===== config.mk =====
export PLATFORM = sky130hd
export DESIGN_NAME = fetch_queue_flat
export DESIGN_NICKNAME = d
export VERILOG_FILES = /design/src/rtl/fetch_queue_if.sv /design/src/rtl/fetch_queue.sv /design/src/flat_wrapper.sv
export SDC_FILE = /design/constraint.sdc
export NUM_CORES = 1
export LEC_CHECK = 0
export BUFFER_PORTS_ARGS = -buffer_cell sky130_fd_sc_hd__buf_2
export CELL_PAD_IN_SITES_DETAIL_PLACEMENT = 2
export CELL_PAD_IN_SITES_GLOBAL_PLACEMENT = 2
export CORE_ASPECT_RATIO = 2
export CORE_MARGIN = 5
export CORE_UTILIZATION = 38
export DETAILED_ROUTE_END_ITERATION = 7
export GPL_TIMING_DRIVEN = 0
export PLACE_DENSITY = 0.75
export SLEW_MARGIN = 20
export SYNTH_ARGS = -nofsm -noshare
export SYNTH_HDL_FRONTEND = slang
export SYNTH_SLANG_ARGS = --single-unit

===== constraint.sdc =====
create_clock -name clock -period 3 [get_ports clock]
set_clock_uncertainty 0.05 [all_clocks]
set_input_delay 0.15 -clock clock [delete_from_list [all_inputs] [get_ports clock]]
set_output_delay 0.15 -clock clock [all_outputs]
set_load 0.05 [all_outputs]

===== src/rtl/fetch_queue_if.sv =====
// ----------------------------------------------------------------------------
// fetch_queue_if
// Instruction-memory request/response bundle used by fetch_queue.
//   imem_req   : request valid, driven by the fetch unit (master)
//   imem_addr  : request address, held stable while imem_req is high
//   imem_ack   : response valid, driven by the memory (slave)
//   imem_rdata : fetched word, valid in the same cycle as imem_ack
// ----------------------------------------------------------------------------
interface fetch_queue_if #(
    parameter int ADDR_WIDTH = 32,
    parameter int DATA_WIDTH = 32
);
    logic                  imem_req;
    logic [ADDR_WIDTH-1:0] imem_addr;
    logic                  imem_ack;
    logic [DATA_WIDTH-1:0] imem_rdata;

    modport master (output imem_req, output imem_addr,
                    input  imem_ack, input  imem_rdata);
    modport slave  (input  imem_req, input  imem_addr,
                    output imem_ack, output imem_rdata);
endinterface


===== src/rtl/fetch_queue.sv =====
// ----------------------------------------------------------------------------
// fetch_queue
// Fetch stage with its own program counter, a req/ack instruction-memory
// port and a DEPTH-entry prefetch queue of {instruction, PC+PC_STEP} feeding
// decode. Decode redirects flush the queue and squash any in-flight fetch.
//
// Ports:
//   clock, reset_n          : clock, asynchronous active-low reset
//   pc_branch_d, pc_src_d   : redirect target and one-cycle redirect strobe
//   stall_f                 : decode not accepting; head entry is held
//   imem (master modport)   : imem_req/imem_addr out, imem_ack/imem_rdata in
//   valid_f                 : queue head valid
//   instruction_f           : queue head instruction
//   pc_plus_4_f             : queue head PC+PC_STEP
//   misalign_f              : sticky misaligned-redirect flag (optional)
//
// Optional feature: define FETCH_MISALIGN_TRAP_EN to add misalign_f and the
// HALT state entered on a redirect to a target with non-zero low two bits.
// ----------------------------------------------------------------------------
module fetch_queue #(
    parameter int                    DATA_WIDTH = 32,
    parameter int                    ADDR_WIDTH = 32,
    parameter int                    DEPTH      = 4,
    parameter logic [ADDR_WIDTH-1:0] RESET_ADDR = '0,
    parameter int                    PC_STEP    = 4
) (
    input  logic                  clock,
    input  logic                  reset_n,
    input  logic [ADDR_WIDTH-1:0] pc_branch_d,
    input  logic                  pc_src_d,
    input  logic                  stall_f,
    fetch_queue_if.master         imem,
    output logic                  valid_f,
    output logic [DATA_WIDTH-1:0] instruction_f,
    output logic [ADDR_WIDTH-1:0] pc_plus_4_f
`ifdef FETCH_MISALIGN_TRAP_EN
    ,
    output logic                  misalign_f
`endif
);
    localparam int PTR_W = $clog2(DEPTH);
    localparam int CNT_W = PTR_W + 1;
    localparam logic [CNT_W-1:0]      DEPTH_C = CNT_W'(DEPTH);
    localparam logic [ADDR_WIDTH-1:0] STEP_C  = ADDR_WIDTH'(PC_STEP);

    localparam logic [1:0] ST_IDLE = 2'd0;
    localparam logic [1:0] ST_WAIT = 2'd1;
    localparam logic [1:0] ST_DROP = 2'd2;
`ifdef FETCH_MISALIGN_TRAP_EN
    localparam logic [1:0] ST_HALT = 2'd3;
`endif

    logic [1:0]            state_q, state_d;
    logic [ADDR_WIDTH-1:0] fetch_pc_q, fetch_pc_d;
    logic [ADDR_WIDTH-1:0] addr_q, addr_d;
    logic                  run_q;
    logic [CNT_W-1:0]      count_q, count_d;
    logic [PTR_W-1:0]      rd_ptr_q, rd_ptr_d, wr_ptr_q, wr_ptr_d;
    logic [DATA_WIDTH-1:0] data_q [DEPTH];
    logic [ADDR_WIDTH-1:0] pc4_q  [DEPTH];
    logic                  issue, push, pop;
`ifdef FETCH_MISALIGN_TRAP_EN
    logic                  misalign_q, misalign_d;
`endif

    // Pop is suppressed by a redirect, which flushes the queue instead.
    assign pop = valid_f && !stall_f && !pc_src_d;

    // ---------------------------------------------------------------- FSM --
    always_comb begin
        // NOTE: every signal gets a default first so no path leaves it
        // unassigned; otherwise synthesis infers a latch.
        state_d    = state_q;
        fetch_pc_d = fetch_pc_q;
        addr_d     = addr_q;
        issue      = 1'b0;
        push       = 1'b0;
        case (state_q)
            ST_IDLE: begin
                if (pc_src_d) begin
                    fetch_pc_d = pc_branch_d;
                end else if (run_q && (count_q < DEPTH_C)) begin
                    // The slot is reserved now, so the response can always
                    // be pushed however long decode stalls.
                    issue   = 1'b1;
                    addr_d  = fetch_pc_q;
                    state_d = ST_WAIT;
                end
            end
            ST_WAIT: begin
                if (pc_src_d) begin
                    fetch_pc_d = pc_branch_d;
                    state_d    = imem.imem_ack ? ST_IDLE : ST_DROP;
                end else if (imem.imem_ack) begin
                    push       = 1'b1;
                    fetch_pc_d = fetch_pc_q + STEP_C;
                    state_d    = ST_IDLE;
                end
            end
            ST_DROP: begin
                if (pc_src_d) fetch_pc_d = pc_branch_d;
                if (imem.imem_ack) state_d = ST_IDLE;
            end
`ifdef FETCH_MISALIGN_TRAP_EN
            ST_HALT: ;
`endif
            default: state_d = ST_IDLE;
        endcase
`ifdef FETCH_MISALIGN_TRAP_EN
        misalign_d = misalign_q || (pc_src_d && (pc_branch_d[1:0] != 2'b00));
        // An outstanding fetch still drains through DROP; HALT is entered
        // whenever the machine would otherwise come back to IDLE.
        if (misalign_d && (state_d == ST_IDLE)) state_d = ST_HALT;
`endif
    end

    // -------------------------------------------------------- queue control --
    always_comb begin
        count_d  = count_q;
        rd_ptr_d = rd_ptr_q;
        wr_ptr_d = wr_ptr_q;
        if (pc_src_d) begin
            count_d  = '0;
            rd_ptr_d = '0;
            wr_ptr_d = '0;
        end else begin
            // Pointers are PTR_W bits wide, so they wrap modulo DEPTH.
            if (push) wr_ptr_d = wr_ptr_q + 1'b1;
            if (pop)  rd_ptr_d = rd_ptr_q + 1'b1;
            case ({push, pop})
                2'b10:   count_d = count_q + 1'b1;
                2'b01:   count_d = count_q - 1'b1;
                default: count_d = count_q;
            endcase
        end
    end

    // -------------------------------------------------------------- state --
    always_ff @(posedge clock or negedge reset_n) begin
        if (!reset_n) begin
            state_q    <= ST_IDLE;
            fetch_pc_q <= RESET_ADDR;
            addr_q     <= RESET_ADDR;
            run_q      <= 1'b0;
            count_q    <= '0;
            rd_ptr_q   <= '0;
            wr_ptr_q   <= '0;
`ifdef FETCH_MISALIGN_TRAP_EN
            misalign_q <= 1'b0;
`endif
        end else begin
            // NOTE: sequential state uses non-blocking assignments so every
            // flop samples the pre-edge values, independent of statement order.
            state_q    <= state_d;
            fetch_pc_q <= fetch_pc_d;
            addr_q     <= addr_d;
            // Keeps imem_req low for the first cycle out of reset.
            run_q      <= 1'b1;
            count_q    <= count_d;
            rd_ptr_q   <= rd_ptr_d;
            wr_ptr_q   <= wr_ptr_d;
`ifdef FETCH_MISALIGN_TRAP_EN
            misalign_q <= misalign_d;
`endif
        end
    end

    // NOTE: the queue storage is reset too, so the head outputs read zero
    // after reset; with only DEPTH entries the reset cost is small.
    always_ff @(posedge clock or negedge reset_n) begin
        if (!reset_n) begin
            for (int i = 0; i < DEPTH; i++) begin
                data_q[i] <= '0;
                pc4_q[i]  <= '0;
            end
        end else if (push) begin
            data_q[wr_ptr_q] <= imem.imem_rdata;
            pc4_q[wr_ptr_q]  <= fetch_pc_q + STEP_C;
        end
    end

    // ------------------------------------------------------------ outputs --
    // The request is combinational in IDLE so a redirect target can be
    // presented the cycle after the redirect; WAIT/DROP hold the latched one.
    assign imem.imem_req  = issue || (state_q == ST_WAIT) || (state_q == ST_DROP);
    assign imem.imem_addr = (state_q == ST_IDLE) ? fetch_pc_q : addr_q;

    assign valid_f       = (count_q != '0);
    assign instruction_f = data_q[rd_ptr_q];
    assign pc_plus_4_f   = pc4_q[rd_ptr_q];
`ifdef FETCH_MISALIGN_TRAP_EN
    assign misalign_f    = misalign_q;
`endif

endmodule


===== src/flat_wrapper.sv =====
// flat-port wrapper written by rule: the top's interface ports become plain ports
module fetch_queue_flat 
#(
    parameter int                    DATA_WIDTH = 32,
    parameter int                    ADDR_WIDTH = 32,
    parameter int                    DEPTH      = 4,
    parameter logic [ADDR_WIDTH-1:0] RESET_ADDR = '0,
    parameter int                    PC_STEP    = 4
)
  (clock, reset_n, pc_branch_d, pc_src_d, stall_f, valid_f, instruction_f, pc_plus_4_f, imem_imem_req, imem_imem_addr, imem_imem_ack, imem_imem_rdata);
  fetch_queue_if #(.ADDR_WIDTH(ADDR_WIDTH), .DATA_WIDTH(DATA_WIDTH)) imem_i ();
  input  logic clock;
  input  logic reset_n;
  input  logic [ADDR_WIDTH-1:0] pc_branch_d;
  input  logic pc_src_d;
  input  logic stall_f;
  output logic valid_f;
  output logic [DATA_WIDTH-1:0] instruction_f;
  output logic [ADDR_WIDTH-1:0] pc_plus_4_f;
  output wire logic [$bits(imem_i.imem_req)-1:0] imem_imem_req;
  output wire logic [$bits(imem_i.imem_addr)-1:0] imem_imem_addr;
  input wire logic [$bits(imem_i.imem_ack)-1:0] imem_imem_ack;
  input wire logic [$bits(imem_i.imem_rdata)-1:0] imem_imem_rdata;
  assign imem_imem_req = imem_i.imem_req;
  assign imem_imem_addr = imem_i.imem_addr;
  assign imem_i.imem_ack = imem_imem_ack;
  assign imem_i.imem_rdata = imem_imem_rdata;
  fetch_queue #(.DATA_WIDTH(DATA_WIDTH), .ADDR_WIDTH(ADDR_WIDTH), .DEPTH(DEPTH), .RESET_ADDR(RESET_ADDR), .PC_STEP(PC_STEP)) u_core (.clock(clock), .reset_n(reset_n), .pc_branch_d(pc_branch_d), .pc_src_d(pc_src_d), .stall_f(stall_f), .imem(imem_i), .valid_f(valid_f), .instruction_f(instruction_f), .pc_plus_4_f(pc_plus_4_f));
endmodule

==> impl_metrics.json, run 1 <==
{
  "status": "finished clean",
  "layout_setup_ws_ns": 0.144,
  "synth_flop_cell": "dfrtp_1",
  "worst-path-max-fanout": 10,
  "worstSetupStartpointType": "flip-flop",
  "ys_seq_area_frac": 0.546,
  "r2r_start": "u_core.fetch_pc_q[6]$_DFFE_PN0P_",
  "via_count": 10900,
  "grt_max_degree": 100,
  "antenna_found_initial": 0,
  "ys_top_cells_by_count": "dfrtp_1 (330), mux2_2 (204), nand2_1 (152)",
  "core_um2": 39400,
  "maxSlewViolCount": 0,
  "yosysWarnings": 0,
  "hold_viol_final": 0,
  "drc": 0,
  "portBuffers": 165,
  "seqCellArea_um2": 8260,
  "max-vdd-ir-drop_uv": 481,
  "criticalPathCategory": "flip-flop to flip-flop",
  "setup_viol": 0,
  "min_period_ns": 2.86,
  "critical_path_buf_inv_count": 2,
  "cp-end-kind": "flip-flop",
  "required_ns": 3.31,
  "whs_path_depth": 4,
  "insertion_delay_ns": 0.52,
  "synth_nets": 1266,
  "fill_cells": 3949,
  "p_per_area_nw_per_um2": 1010,
  "rr_endpoint": "u_core.pc4_q[89]$_DFFE_PN0P_",
  "slowest_stage": "nor3_1",
  "die_width_um": 151,
  "top_usage_layer": "met2",
  "grt_pass1_vias": 13000,
  "synth_top_area_frac": 0.546,
  "multi_input_area_um2": 6450,
  "p_total_mw": 18.7,
  "cts.clk_slew.worst_paths_ns": 0.06,
  "num_rows": 103,
  "grt_use_met1": 0.238,
  "initialDrtViolationCount": 268,
  "ios": 167,
  "yosys-top-cells-area": "dfrtp_1 (55%), mux2_2 (15%), mux4_2 (9.5%), o21ai_0 (4.2%), nand2_1 (3.8%)",
  "htreeDepth": 2,
  "grt_setup_unrepaired": "no",
  "worstHoldStart": "pc_branch_d[4]",
  "p_leak_nw": 8.35,
  "cts_root_buf": "clkbuf_16",
  "wire_per_inst_um": 24.3,
  "syn_inst": 1191,
  "nets": 1534,
  "syn_avg_cell_area_um2": 12.7,
  "netlist_area_um2": 15100,
  "max_freq_ghz": 0.350,
  "holdPathEnd": "u_core.fetch_pc_q[4]$_DFFE_PN0P_",
  "ys_ff_latch": 330,
  "worstMarginPinSlew_ns": 1.01,
  "min_period_over_period": 0.952,
  "synth_edf_count": 0,
  "timing.critical_path.cells": "buf_2 > nand4_1 > buf_2 > nor3_1 > nand4_1 > xor2_1 > o21ai_0",
  "post_cts_buffers": 0,
  "drv_cap": 0,
  "grt_use_total": 0.226,
  "regToRegSetupSlack_ns": 0.14,
  "cts_buffer_depth": 3,
  "layout-drive-gt1-share": 0.366,
  "cpLargestDelayFamily": "simple AND/OR/NAND/NOR gates",
  "cp.arrival_ns": 3.17,
  "gr-total-overflow": 0,
  "drtPass1Iterations": 4,
  "grtUsageMet3": 0.0256,
  "diodes": 0,
  "hold_path.class": "input port to flip-flop",
  "die_h_um": 292,
  "dieArea_um2": 44200,
  "slowest_delay_ns": 0.63,
  "numCtsBuffers": 34,
  "place.gp.congestion": 0.859,
  "synth-async-reset-ratio": 1.00,
  "routed_wirelength_um": 48700,
  "yosysMostFrequentCell": "dfrtp_1",
  "start_util": 0.384,
  "reg2reg_depth": 7,
  "place_ws_ns": 0.0274,
  "routed_via_density": 5.42,
  "hpwlAfterDp_um": 35300,
  "drtAntennaViolNets": 0,
  "grt_pass1_wl_um": 76500,
  "max_slew_margin": 0.325,
  "synth.distinct_cells": 48,
  "clock_sinks": 330,
  "cts_tree": "done",
  "areaGrowthSynthToFinish_pct": 22.8,
  "gr-usage-met2": 0.445,
  "synth_area_leader_cell": "dfrtp_1"
}
[area by class of cell]
class                   count  share of cell area
well taps                 525              0.0353
inverters                   7             0.00141
plain buffers              92              0.0230
flip-flops and latches    330               0.444
multi-input cells         761               0.347
clock buffers              50              0.0551
repair buffers            233              0.0854
clock inverters            11             0.00835
[worst max-delay path by stage]
stage	from	end	slack (ns)	cells past startpoint
after floorplan	u_core.count_q[0]$_DFFE_PN0P_	u_core.count_q[2]$_DFFE_PN0P_	0.80	7
after global placement	reset_n	u_core.data_q[102]$_DFFE_PN0P_	-4.74	1
after detailed placement	u_core.state_q[0]$_DFFE_PN0P_	imem_imem_req	0.03	5
after CTS	u_core.rd_ptr_q[0]$_DFFE_PN0P_	instruction_f[4]	0.04	4
after global routing	u_core.rd_ptr_q[0]$_DFFE_PN0P_	pc_plus_4_f[16]	0.02	3
final	u_core.fetch_pc_q[6]$_DFFE_PN0P_	u_core.pc4_q[89]$_DFFE_PN0P_	0.14	7
[report_power, final]
part           total, mW  internal [mW]  switching [mW]
sequential          6.20           5.54           0.660
combinational       7.97           2.63            5.34
clock               4.52           2.72            1.80
[layout by cell type, fill, tap and decap left out, types with 19 or more instances in the layout]
master	Yosys	routed
dfrtp_1	330	330
mux2_2	204	204
buf_2	31	192
nand2_1	152	152
o21ai_0	126	126
mux4_2	64	64
dlygate4sd3_1	0	64
clkbuf_1	46	52
clkbuf_16	0	37
a21oi_1	33	33
nor2_1	26	25
xor2_1	20	20
nand3_1	20	19
[metal layers]
metal	routed length, µm	vias to the layer above
met5	0	-
met4	1970	0
met3	1460	87
met2	28200	249
met1	17100	5739
li1	-	4820
[stage by stage]
step | area, µm² | util | instances | hold slack, ns | setup TNS [ns]
6_report | 18600 | 0.471 | 2009 | 0.0438 | 0
5_1_grt | 18600 | 0.471 | 2009 | 0.0352 | 0
3_3_place_gp | 16600 | 0.421 | 1881 | 0.312 | -1548.14
2_1_floorplan | 15100 | - | 1191 | -0.196 | 0
3_5_place_dp | 16700 | 0.424 | 1885 | 0.0435 | 0
4_1_cts | 18600 | 0.471 | 2009 | 0.0249 | 0
[state kept, by name, indices dropped and copies added, names as in the netlist]
register and flops:
u_core.fetch_pc_q 32, u_core.state_q 2, u_core.addr_q 32, u_core.rd_ptr_q 2, u_core.count_q 3, u_core.pc4_q 128
u_core.run_q 1, u_core.wr_ptr_q 2, u_core.data_q 128
[tightest hold or removal path: stages]
cell and delay [ns]:
buf_2 0.10, nor2_1 0.05, a31oi_1 0.14, o22a_1 0.13
[cells by family after synthesis]
group | synth area share
adder cells (fa/ha/maj) | 0.00546
XOR/XNOR | 0.0191
AND/OR/NAND/NOR | 0.0748
flip-flops | 0.546
other | 0.000248
multiplexers | 0.249
AO/OA/AOI/OAI | 0.0767
buffers and inverters | 0.0289
[what timing repair did]
item	CTS	global route
gates resized for setup	7	4
endpoints found under the hold margin	323	0
hold buffers	64	0
endpoints found under the setup margin	89	11
No activity file was read; power rests on OpenSTA's default activity.
==> run 2: changes to the inputs <==
HOLD_SLACK_MARGIN = 0.1   (was default)
==> run 2 against run 1 <==
Routed wire length increased by 0.33%. Utilization increased by 0.18 points. Sequential power about the same. Maximum frequency is 0.14% higher. Count of clock-buffer cells in the layout unchanged. Die area unchanged. Critical path type unchanged. Highest routed layer unchanged.
==> impl_metrics.json, run 2 (synthesized netlist as in run 1, its figures left out) <==
{
  "clkPwrFrac": 0.242,
  "worstMarginPinSlew_ns": 1.00,
  "top_regs": "u_core.data_q x128, u_core.pc4_q x128",
  "cts_root_buf": "clkbuf_16",
  "drtPass1Iterations": 4,
  "slowest_delay_ns": 0.74,
  "criticalPathCategory": "flip-flop to flip-flop",
  "reg2reg_depth": 6,
  "cts.clk_slew.worst_paths_ns": 0.07,
  "p_switching_mw": 7.81,
  "grt_pass1_vias": 13000,
  "drc": 0,
  "ios": 167,
  "max-vdd-ir-drop_uv": 548,
  "start_util": 0.384,
  "hold_path.class": "input port to flip-flop",
  "required_ns": 3.38,
  "final_area_um2": 18700,
  "place.gp.congestion": 0.859,
  "drv_cap": 0,
  "cts_tree": "done",
  "layout_commonest_cell": "dfrtp_1",
  "r2r_start": "u_core.state_q[0]$_DFFE_PN0P_",
  "core_um2": 39400,
  "routed_via_density": 5.43,
  "initialDrtViolationCount": 300,
  "num_rows": 103,
  "timing.critical_path.cells": "inv_1 > nor2_2 > clkbuf_1 > buf_1 > o22ai_1 > a2bb2oi_1",
  "layout_common_cells": "dfrtp_1 (330), mux2_2 (204), buf_2 (192), nand2_1 (152), o21ai_0 (126)",
  "nets": 1541,
  "maxSlewViolCount": 0,
  "status": "finished clean",
  "htreeDepth": 2,
  "worstHoldStart": "stall_f",
  "hold_ws_ns": 0.159,
  "slowest_stage": "buf_1",
  "p_leak_nw": 8.38,
  "holdPathEnd": "u_core.count_q[2]$_DFFE_PN0P_",
  "critical_path_buf_inv_count": 3,
  "wire_per_inst_um": 24.3,
  "fin_util": 0.473,
  "cts_buffer_depth": 3,
  "grt_use_total": 0.227,
  "cp-end-kind": "flip-flop",
  "grt_pass1_wl_um": 76700,
  "cell_internal_pwr_mw": 10.9,
  "setup_viol": 0,
  "cp.arrival_ns": 3.23,
  "portBuffers": 165,
  "layout_setup_ws_ns": 0.148,
  "hold_viol_final": 0,
  "rr_endpoint": "u_core.fetch_pc_q[23]$_DFFE_PN0P_",
  "drtAntennaViolNets": 0,
  "seqPwrFrac": 0.331,
  "min_period_ns": 2.85,
  "regToRegSetupSlack_ns": 0.15,
  "layout-drive-gt1-share": 0.364,
  "post_cts_buffers": 0,
  "crit_cells": 6,
  "dieArea_um2": 44200,
  "worstSetupStartpointType": "flip-flop",
  "whs_path_depth": 6,
  "routed_wirelength_um": 48900,
  "min_period_over_period": 0.951,
  "die_h_um": 292,
  "cpLargestDelayFamily": "buffers and inverters",
  "place_area_um2": 16700,
  "tns_ns": 0,
  "die_width_um": 151,
  "hpwlAfterDp_um": 35300,
  "via_count": 11000,
  "grt_setup_unrepaired": "no",
  "numCtsBuffers": 34,
  "gr-total-overflow": 0,
  "seqCellArea_um2": 8260,
  "areaGrowthSynthToFinish_pct": 23.3,
  "insertion_delay_ns": 0.52,
  "comb_power_share": 0.427,
  "clock_sinks": 330,
  "switching_share": 0.417,
  "fill_cells": 3941,
  "diodes": 0,
  "worst-path-max-fanout": 10,
  "antenna_found_initial": 0,
  "max_slew_margin": 0.330,
  "p_per_area_nw_per_um2": 1000,
  "multi_input_area_um2": 6450,
  "place_ws_ns": 0.0274,
  "max_freq_ghz": 0.351,
  "grt_max_degree": 100
}
run 2: cell count changes in the layout (fill, tap and decap cells not counted):
cell           change
dlygate4sd3_1      +7
run 2: layer usage:
metal / vias to the layer above / GRT usage / share of wire
met1: 5779 / 0.238 / 0.35
met3: 87 / 0.0258 / 0.030
li1: 4842 / - / -
met2: 243 / 0.447 / 0.58
met4: 0 / 0.0888 / 0.041
met5: - / 0 / 0
run 2: worst max path at each step:
stage | slack, ns | to | startpoint
floorplan | 0.80 | u_core.count_q[2]$_DFFE_PN0P_ | u_core.count_q[0]$_DFFE_PN0P_
global placement | -4.74 | u_core.data_q[102]$_DFFE_PN0P_ | reset_n
detailed placement | 0.03 | imem_imem_req | u_core.state_q[0]$_DFFE_PN0P_
CTS | 0.04 | instruction_f[4] | u_core.rd_ptr_q[0]$_DFFE_PN0P_
global route | 0.02 | pc_plus_4_f[16] | u_core.rd_ptr_q[0]$_DFFE_PN0P_
finish | 0.15 | u_core.fetch_pc_q[23]$_DFFE_PN0P_ | u_core.state_q[0]$_DFFE_PN0P_
run 2: area by class of cell:
| class | instances | area share |
|---|---|---|
| flip-flops and latches | 330 | 0.443 |
| multi-input cells | 761 | 0.346 |
| repair buffers | 240 | 0.0888 |
| clock buffers | 50 | 0.0549 |
| well taps | 525 | 0.0352 |
| plain buffers | 92 | 0.0229 |
| clock inverters | 11 | 0.00832 |
| inverters | 7 | 0.00141 |
run 2: timing repair:
item                                    4_1_cts  5_1_grt
endpoints found under the hold margin       326        0
pin swaps                                     0        0
endpoints found under the setup margin       89       11
gates resized for setup                       7        4
hold buffers                                 71        0
run 2: worst reg2reg max path: stages (launching register included):
cell and delay (ns):
dfrtp_1 0.49, inv_1 0.13, nor2_2 0.40, clkbuf_1 0.49, buf_1 0.75, o22ai_1 0.20, a2bb2oi_1 0.25
run 2: stage by stage:
stage / power, mW / instances
floorplan: 12.1 / 1191
global placement: 14.0 / 1881
detailed placement: 14.3 / 1885
CTS: 19.0 / 2016
global route: 19.7 / 2016
finish: 18.7 / 2016
run 2: power by group through the flow:
| stage | clock, mW | sequential (mW) | combinational [mW] |
|---|---|---|---|
| after CTS | 4.66 | 6.20 | 8.10 |
| after global placement | 0 | 6.15 | 7.81 |
| after global routing | 4.84 | 6.34 | 8.47 |
| final | 4.52 | 6.20 | 7.99 |
| after detailed placement | 0 | 6.26 | 7.99 |
| after floorplan | 0 | 6.01 | 6.06 |
